$ cat config.mk
export PLATFORM = sky130hd
export DESIGN_NAME = led_pattern_sequencer
export DESIGN_NICKNAME = d
export VERILOG_FILES = /design/src/rtl/led_pattern_sequencer.sv
export SDC_FILE = /design/constraint.sdc
export NUM_CORES = 1
export LEC_CHECK = 0
export ABC_CLOCK_PERIOD_IN_PS = 2500
export CORE_ASPECT_RATIO = 0.8
export CORE_MARGIN = 1.5
export CORE_UTILIZATION = 30
export DETAILED_ROUTE_END_ITERATION = 10
export GPL_TIMING_DRIVEN = 0
export PLACE_DENSITY = 0.42
export SLEW_MARGIN = 20
export SYNTH_ARGS = -nofsm -noshare
export SYNTH_HDL_FRONTEND = slang
export SYNTH_SLANG_ARGS = --single-unit
$ cat constraint.sdc
create_clock -name i_Clk -period 2.5 [get_ports i_Clk]
set_clock_uncertainty 0.1 [all_clocks]
set_input_delay 0.5 -clock i_Clk [delete_from_list [all_inputs] [get_ports i_Clk]]
set_output_delay 0.5 -clock i_Clk [all_outputs]
set_load 0.02 [all_outputs]
$ cat src/rtl/led_pattern_sequencer.sv
// led_pattern_sequencer
//   Drives the four Go Board LEDs through one of four step patterns: BLINK,
//   CHASE, BOUNCE or BINARY. A free-running prescaler sets the step rate.
//   Switch 1 selects the next pattern. Switch 2 pauses and resumes stepping.
//   Both switches pass through a 2-flop synchroniser and a debounce counter.
// Ports
//   i_Clk              system clock
//   i_Rst              asynchronous reset, active-high
//   i_Switch_1         raw pushbutton; a press moves to the next mode
//   i_Switch_2         raw pushbutton; a press toggles run/pause
//   o_LED_1..o_LED_4   registered LED drives
//   o_Mode             current mode: 0 BLINK, 1 CHASE, 2 BOUNCE, 3 BINARY
//   o_Running          1 while stepping, 0 while paused
module led_pattern_sequencer #(
    parameter int unsigned COUNT          = 12500000,
    parameter int unsigned DEBOUNCE_LIMIT = 250000
) (
    input  logic       i_Clk,
    input  logic       i_Rst,
    input  logic       i_Switch_1,
    input  logic       i_Switch_2,
    output logic       o_LED_1,
    output logic       o_LED_2,
    output logic       o_LED_3,
    output logic       o_LED_4,
    output logic [1:0] o_Mode,
    output logic       o_Running
);

    localparam int unsigned COUNT_W = (COUNT > 1) ? $clog2(COUNT) : 1;
    localparam int unsigned DB_W    = (DEBOUNCE_LIMIT > 1) ? $clog2(DEBOUNCE_LIMIT) : 1;

    typedef enum logic [1:0] {
        MODE_BLINK  = 2'd0,
        MODE_CHASE  = 2'd1,
        MODE_BOUNCE = 2'd2,
        MODE_BINARY = 2'd3
    } mode_t;

    typedef enum logic {
        DIR_UP   = 1'b0,
        DIR_DOWN = 1'b1
    } dir_t;

    function automatic logic [3:0] onehot4(input logic [1:0] p);
        return 4'b0001 << p;
    endfunction

    // ------------------------------------------------------------------
    // Switch conditioning: bit 0 = Switch_1 (mode), bit 1 = Switch_2 (pause)
    // ------------------------------------------------------------------
    logic [1:0]      sw_raw;
    logic [1:0]      sw_meta;
    logic [1:0]      sw_sync;
    logic [1:0]      sw_stable;
    logic [1:0]      sw_flip;
    logic [1:0]      sw_press;
    logic [DB_W-1:0] db_cnt [2];

    assign sw_raw = {i_Switch_2, i_Switch_1};

    // A flip is accepted on the edge the counter has already seen LIMIT-1
    // differing samples and the current sample still differs.
    always_comb begin
        sw_flip  = '0;
        sw_press = '0;
        for (int i = 0; i < 2; i++) begin
            sw_flip[i]  = (sw_sync[i] != sw_stable[i]) &&
                          (db_cnt[i] == DB_W'(DEBOUNCE_LIMIT - 1));
            sw_press[i] = (sw_sync[i] != sw_stable[i]) &&
                          (db_cnt[i] == DB_W'(DEBOUNCE_LIMIT - 1)) &&
                          !sw_stable[i];
        end
    end

    // Synchroniser and debounce registers
    always_ff @(posedge i_Clk or posedge i_Rst) begin
        if (i_Rst) begin
            sw_meta   <= '0;
            sw_sync   <= '0;
            sw_stable <= '0;
            for (int i = 0; i < 2; i++) begin
                db_cnt[i] <= '0;
            end
        end else begin
            sw_meta <= sw_raw;
            sw_sync <= sw_meta;
            for (int i = 0; i < 2; i++) begin
                if (sw_flip[i]) begin
                    sw_stable[i] <= ~sw_stable[i];
                    db_cnt[i]    <= '0;
                end else if (sw_sync[i] != sw_stable[i]) begin
                    db_cnt[i] <= db_cnt[i] + DB_W'(1);
                end else begin
                    db_cnt[i] <= '0;
                end
            end
        end
    end

    // ------------------------------------------------------------------
    // Sequencer state
    // ------------------------------------------------------------------
    mode_t              mode_q,    mode_d;
    dir_t               dir_q,     dir_d;
    logic               running_q, running_d;
    logic [COUNT_W-1:0] count_q,   count_d;
    logic               step_q,    step_d;
    logic [1:0]         pos_q,     pos_d;
    logic               phase_q,   phase_d;
    logic [3:0]         bin_q,     bin_d;
    logic [3:0]         leds_q,    leds_d;

    // State register
    always_ff @(posedge i_Clk or posedge i_Rst) begin
        if (i_Rst) begin
            mode_q    <= MODE_BLINK;
            dir_q     <= DIR_UP;
            running_q <= 1'b1;
            count_q   <= '0;
            step_q    <= 1'b0;
            pos_q     <= 2'd0;
            phase_q   <= 1'b0;
            bin_q     <= 4'd0;
            leds_q    <= 4'd0;
        end else begin
            mode_q    <= mode_d;
            dir_q     <= dir_d;
            running_q <= running_d;
            count_q   <= count_d;
            step_q    <= step_d;
            pos_q     <= pos_d;
            phase_q   <= phase_d;
            bin_q     <= bin_d;
            leds_q    <= leds_d;
        end
    end

    // Next state: a mode press restarts the pattern and discards a pending
    // step; otherwise the prescaler runs and a pending step is applied.
    always_comb begin
        mode_d    = mode_q;
        dir_d     = dir_q;
        running_d = running_q;
        count_d   = count_q;
        step_d    = 1'b0;
        pos_d     = pos_q;
        phase_d   = phase_q;
        bin_d     = bin_q;
        leds_d    = leds_q;

        if (sw_press[1]) begin
            running_d = ~running_q;
        end

        if (sw_press[0]) begin
            mode_d  = mode_t'(2'(mode_q + 2'd1));
            count_d = '0;
            pos_d   = 2'd0;
            dir_d   = DIR_UP;
            phase_d = 1'b0;
            bin_d   = 4'd0;
            leds_d  = (mode_d == MODE_CHASE || mode_d == MODE_BOUNCE) ? 4'b0001 : 4'b0000;
        end else begin
            if (running_q) begin
                if (count_q == COUNT_W'(COUNT - 1)) begin
                    count_d = '0;
                    step_d  = 1'b1;
                end else begin
                    count_d = count_q + COUNT_W'(1);
                end
            end

            if (step_q) begin
                case (mode_q)
                    MODE_BLINK: begin
                        phase_d = ~phase_q;
                        leds_d  = {4{~phase_q}};
                    end
                    MODE_CHASE: begin
                        pos_d  = pos_q + 2'd1;
                        leds_d = onehot4(pos_q + 2'd1);
                    end
                    MODE_BOUNCE: begin
                        // Reverse at either end without repeating the end LED
                        if (dir_q == DIR_UP) begin
                            if (pos_q == 2'd3) begin
                                pos_d = 2'd2;
                                dir_d = DIR_DOWN;
                            end else begin
                                pos_d = pos_q + 2'd1;
                            end
                        end else begin
                            if (pos_q == 2'd0) begin
                                pos_d = 2'd1;
                                dir_d = DIR_UP;
                            end else begin
                                pos_d = pos_q - 2'd1;
                            end
                        end
                        leds_d = onehot4(pos_d);
                    end
                    MODE_BINARY: begin
                        bin_d  = bin_q + 4'd1;
                        leds_d = bin_q + 4'd1;
                    end
                    default: begin
                        leds_d = leds_q;
                    end
                endcase
            end
        end
    end

    assign o_LED_1   = leds_q[0];
    assign o_LED_2   = leds_q[1];
    assign o_LED_3   = leds_q[2];
    assign o_LED_4   = leds_q[3];
    assign o_Mode    = mode_q;
    assign o_Running = running_q;

endmodule
==> impl.org <==
** Cells and area
- The layout has 1462 filler cells.
- The library cell used most frequently in the layout, excluding fill and tap cells, is sky130_fd_sc_hd__dfrtp_1.
- Compared with the post-synthesis result, the final layout area differs by 19.73%.
- The net count of the finished layout is 510.
- Fraction of layout cells with a size suffix above 1 :: 13.60%
- Cell Count, Final, Fillers Out :: 684
- In the layout the commonest cells are sky130_fd_sc_hd__dfrtp_1, sky130_fd_sc_hd__nor2_1, sky130_fd_sc_hd__xnor2_1.
- Antenna Diode Count :: 0

** Critical path
- The worst setup path is captured at a flop.
- Critical path class :: flop to flop
- Worst path required time :: 2660 ps
- Slowest cell on the critical path :: sky130_fd_sc_hd__or4b_4
- Crit-path leading delay family :: simple AND/OR/NAND/NOR gates
- Critical Path AT :: 2600 ps
- Critical Path Max Stage Delay :: 540 ps
- The signal on the critical path passes through or4b_4, nor4_4, buf_4, a21oi_4, buf_6, or4_1, a21oi_1.
- In this run the worst path has a maximum fanout of 7.
- The critical path contains buffers and inverters numbering 2 combined.
- Kind of start point of the critical path :: flop

** Detailed routing
- Number of design-rule violations left by the first detailed-router iteration :: 164
- Via count :: 3358
- Once detail routing completed, the nets flagged for antenna violations numbered 0.
- After detailed routing, the number of vias per cell comes to 4.909.
- In the routed design, unresolved DRC markers number 0.
- For this run, the detailed router's first-pass iteration total came to 6.
- After detailed routing, the average wire length per cell comes to 14.53 um.
- Final routed wirelength across all metal layers :: 9941 um

** Yosys
- Most used flip-flop cell after synthesis :: sky130_fd_sc_hd__dfrtp_1
- For this run, the number of Yosys warnings is 0.
- Post-Synthesis Mean Instance Area :: 9.410 um^2
- After synthesis the netlist holds a flip-flop and latch count of 82.
- Cell count after synthesis :: 463
- Share of the yosys chip area belonging to registers :: 47.13%
- Syn_nets :: 478
- Async set-reset flop share out of synthesis :: 100.0%
- The cell area that synthesis handed to floorplanning was 4357 um^2.
- Number of flops mapped to enable cells by yosys :: 0
- Unique cell type count in the Yosys netlist :: 56

** Power
- Part of the power in combinational logic :: 2.4%
- Summed over all nets, the switching power comes to 0.6209 mW.
- Overall power consumption after layout is estimated at 2.865 mW.
- The clock network accounts for 50.6% of the total power.
- Power share of the sequential group :: 47.0%
- For this design the static power due to leakage is 2.083 nW.
- Design internal power :: 2.244 mW
- Highest ir drop seen on vdd :: 0.0003205 V
- Net switching share of the total power :: 21.67%
- Dividing total power by cell area gives a power density of 549.3 nW/um^2.

** Timing
- Count of endpoints failing hold in the final timing report :: 0
- Worst path setup slack after routing :: 63.80 ps
- In this run the tightest slew margin relative to its limit is 63.49%.
- Based on the critical path, the design can be clocked at up to 410.5 MHz.
- Setup repair after global routing could not meet its margin everywhere.
- The number of max-slew violations in the final report came to 0.
- Setup violations remaining at the end of the flow were counted as 0.
- Share of the cycle needed by the critical path after routing :: 97.45%
- Transition at the pin with the smallest max-transition slack :: 546.5 ps
- Minimum clock period after layout :: 2436 ps
- Setup total negative slack on the finished layout was measured at 0 ps.

** Clock network
- Clock tree synthesis selected as its root buffer the cell sky130_fd_sc_hd__clkbuf_16.
- TritonCTS built the clock tree.
- The tree built by TritonCTS fans out to 82 sinks.
- In this run the number of H-tree levels came out at 3.
- After clock tree synthesis, the clock-pin slew on the worst setup and hold paths is 70 ps.
- Latest clock arrival within the worst-skew pair :: 340 ps
- The clock passes through at most 2 buffers.
- Inserted Clock Buffers :: 9

** Global route
- Via count of the first global-routing pass :: 3377
- Number of antenna violations at the first check in global routing :: 0
- The first global-routing pass estimated 17220 um of wire.
- Global routing consumed, over all layers together, 14.30% of the routing resources.
- Entering global routing, the biggest net connects 33 pins.
- Gr ovfl total :: 0

** Die
- Pin placement for this block handled 11 I/O pins.
- Die Ht :: 110.8 um
- The initial utilization of the core area, before any placement, comes to 30.58%.
- Die X :: 137.7 um
- The floorplan step defined a die boundary enclosing 15260 um^2.
- In this run the standard cell core region covers 14250 um^2.
- Row Count :: 39

** Place
- Input and output buffers added on the ports amount to 10.
- Number of cells in the design after placement :: 659
- Setup WS pre-CTS :: -315.5 ps
- Placer congestion estimate :: 0.7616
- Summed over all nets, the half-perimeter wirelength after detailed placement is 6871 um.

** Min path
- Hold Path Class :: flop to flop

** Run status
- The run finished with clean final reports.

** Job
- Across the run, the number of max-cap violations was 0.
[logic make-up (layout without fill, tap and decap cells)]
logic type / count (synthesis) / count (layout) / share of synthesized area, %
adder cells (fa/ha/maj): 11 / 11 / 3.159
AND/OR/NAND/NOR: 212 / 212 / 26.02
multiplexers: 5 / 5 / 1.206
flip-flops: 82 / 82 / 47.13
buffers and inverters: 41 / 78 / 3.820
AO/OA/AOI/OAI: 68 / 68 / 9.823
XOR/XNOR: 44 / 44 / 8.846
[layer usage]
layer	track usage, %	routed length (um)
met5	0	0
met4	3.750	121
met3	3.567	274
met2	20.50	4290
met1	21.32	5255
[path summary, 6_finish.rpt]
| kind | startpoint | endpoint | slack [ps] | depth (start not counted) |
|---|---|---|---|---|
| worst min register to register | sw_meta[0]$_DFF_PP0_ | sw_sync[0]$_DFF_PP0_ | 250 | 0 |
| worst min-delay path | sw_meta[0]$_DFF_PP0_ | sw_sync[0]$_DFF_PP0_ | 250 | 0 |
| min in group asynchronous | i_Rst | leds_q[0]$_DFFE_PP0P_ | 460 | 2 |
| worst max register to register | db_cnt[27]$_DFF_PP0_ | count_q[19]$_DFFE_PP0P_ | 60 | 7 |
| worst max-delay path | db_cnt[27]$_DFF_PP0_ | count_q[19]$_DFFE_PP0P_ | 60 | 7 |
| max in group asynchronous | i_Rst | o_Running$_DFFE_PP1P_ | 1240 | 3 |
[power by group through the flow]
stage          Combinational [mW]  Clock (mW)  Sequential, mW
5_1_grt                    0.0805        1.56            1.35
3_3_place_gp               0.0635           0            1.37
4_1_cts                    0.0715        1.49            1.35
6_report                   0.0677        1.45            1.35
2_1_floorplan              0.0422           0            1.37
3_5_place_dp               0.0714           0            1.37
[cells in the mapped netlist, types with 2 or more instances]
cell type / instances / share of area [%]
sky130_fd_sc_hd__o21ai_0: 17 / 2.0
sky130_fd_sc_hd__nor3_1: 11 / 1.3
sky130_fd_sc_hd__or4_1: 6 / 1.0
sky130_fd_sc_hd__nand2_1: 32 / 2.8
sky130_fd_sc_hd__or4b_2: 2 / 0.46
sky130_fd_sc_hd__nor4b_1: 5 / 1.0
sky130_fd_sc_hd__a221oi_1: 2 / 0.40
sky130_fd_sc_hd__or2_2: 3 / 0.43
sky130_fd_sc_hd__or4bb_1: 2 / 0.52
sky130_fd_sc_hd__nand4b_1: 2 / 0.40
sky130_fd_sc_hd__xnor2_1: 32 / 6.4
sky130_fd_sc_hd__o31ai_1: 4 / 0.69
sky130_fd_sc_hd__and4_1: 2 / 0.40
sky130_fd_sc_hd__mux2i_1: 3 / 0.69
sky130_fd_sc_hd__nor4_1: 9 / 1.3
sky130_fd_sc_hd__nor4_4: 2 / 0.98
sky130_fd_sc_hd__clkbuf_1: 10 / 0.86
sky130_fd_sc_hd__dfrtp_1: 81 / 47
sky130_fd_sc_hd__nand2b_1: 3 / 0.43
sky130_fd_sc_hd__a31o_2: 2 / 0.40
sky130_fd_sc_hd__and3_1: 5 / 0.72
sky130_fd_sc_hd__o31a_1: 2 / 0.40
sky130_fd_sc_hd__a21o_1: 3 / 0.52
sky130_fd_sc_hd__nand3_1: 28 / 3.2
sky130_fd_sc_hd__and2_1: 3 / 0.43
sky130_fd_sc_hd__mux2_2: 2 / 0.52
sky130_fd_sc_hd__o32ai_1: 3 / 0.60
sky130_fd_sc_hd__ha_1: 11 / 3.2
sky130_fd_sc_hd__a21oi_1: 24 / 2.8
sky130_fd_sc_hd__or3_1: 13 / 1.9
sky130_fd_sc_hd__inv_1: 27 / 2.3
sky130_fd_sc_hd__or4b_1: 4 / 0.92
sky130_fd_sc_hd__nand4_1: 8 / 1.1
sky130_fd_sc_hd__xor2_1: 12 / 2.4
sky130_fd_sc_hd__nor2_1: 67 / 5.8
[worst register-to-register path, stage by stage, from the launching register on]
cell and delay [ps]:
sky130_fd_sc_hd__dfrtp_1 420, sky130_fd_sc_hd__or4b_4 540, sky130_fd_sc_hd__nor4_4 250, sky130_fd_sc_hd__buf_4 180
sky130_fd_sc_hd__a21oi_4 90, sky130_fd_sc_hd__buf_6 160, sky130_fd_sc_hd__or4_1 460, sky130_fd_sc_hd__a21oi_1 150
[final cells by class]
type                       count  area, um^2  share of cell area, %
tap                          184       230.2                  4.414
buffer                        12       62.56                  1.199
clock buffer                   9       225.2                  4.318
clock inverter                 7       101.3                  1.943
timing repair buffer          23       220.2                  4.222
sequential                    82        2058                  39.46
inverter                      27       105.1                  2.015
multi-input combinational    340        2213                  42.43
[state kept, by name (all words and copies together) (netlist names), 2 cells and up]
register   flops
db_cnt        36
o_Mode         2
leds_q         4
count_q       24
sw_stable      2
sw_meta        2
bin_q          4
sw_sync        2
pos_q          2
[what timing repair did]
action	in CTS	in global routing
hold endpoints to repair	0	0
setup endpoints to repair	50	51
gates cloned	1	0
pin swaps	3	6
buffers inserted	5	5
resized for setup	5	19
hold buffers	0	0
[metrics by stage]
step | utilization, % | hold slack, ps | instance area [um^2]
finish | 36.61 | 251.0 | 5216
floorplan | - | 231.2 | 4360
detailed placement | 33.20 | 236.3 | 4731
CTS | 35.90 | 251.9 | 5115
global placement | 32.92 | 232.0 | 4691
global route | 36.61 | 264.1 | 5216
Note: power is estimated with default switching activity, not from simulation.
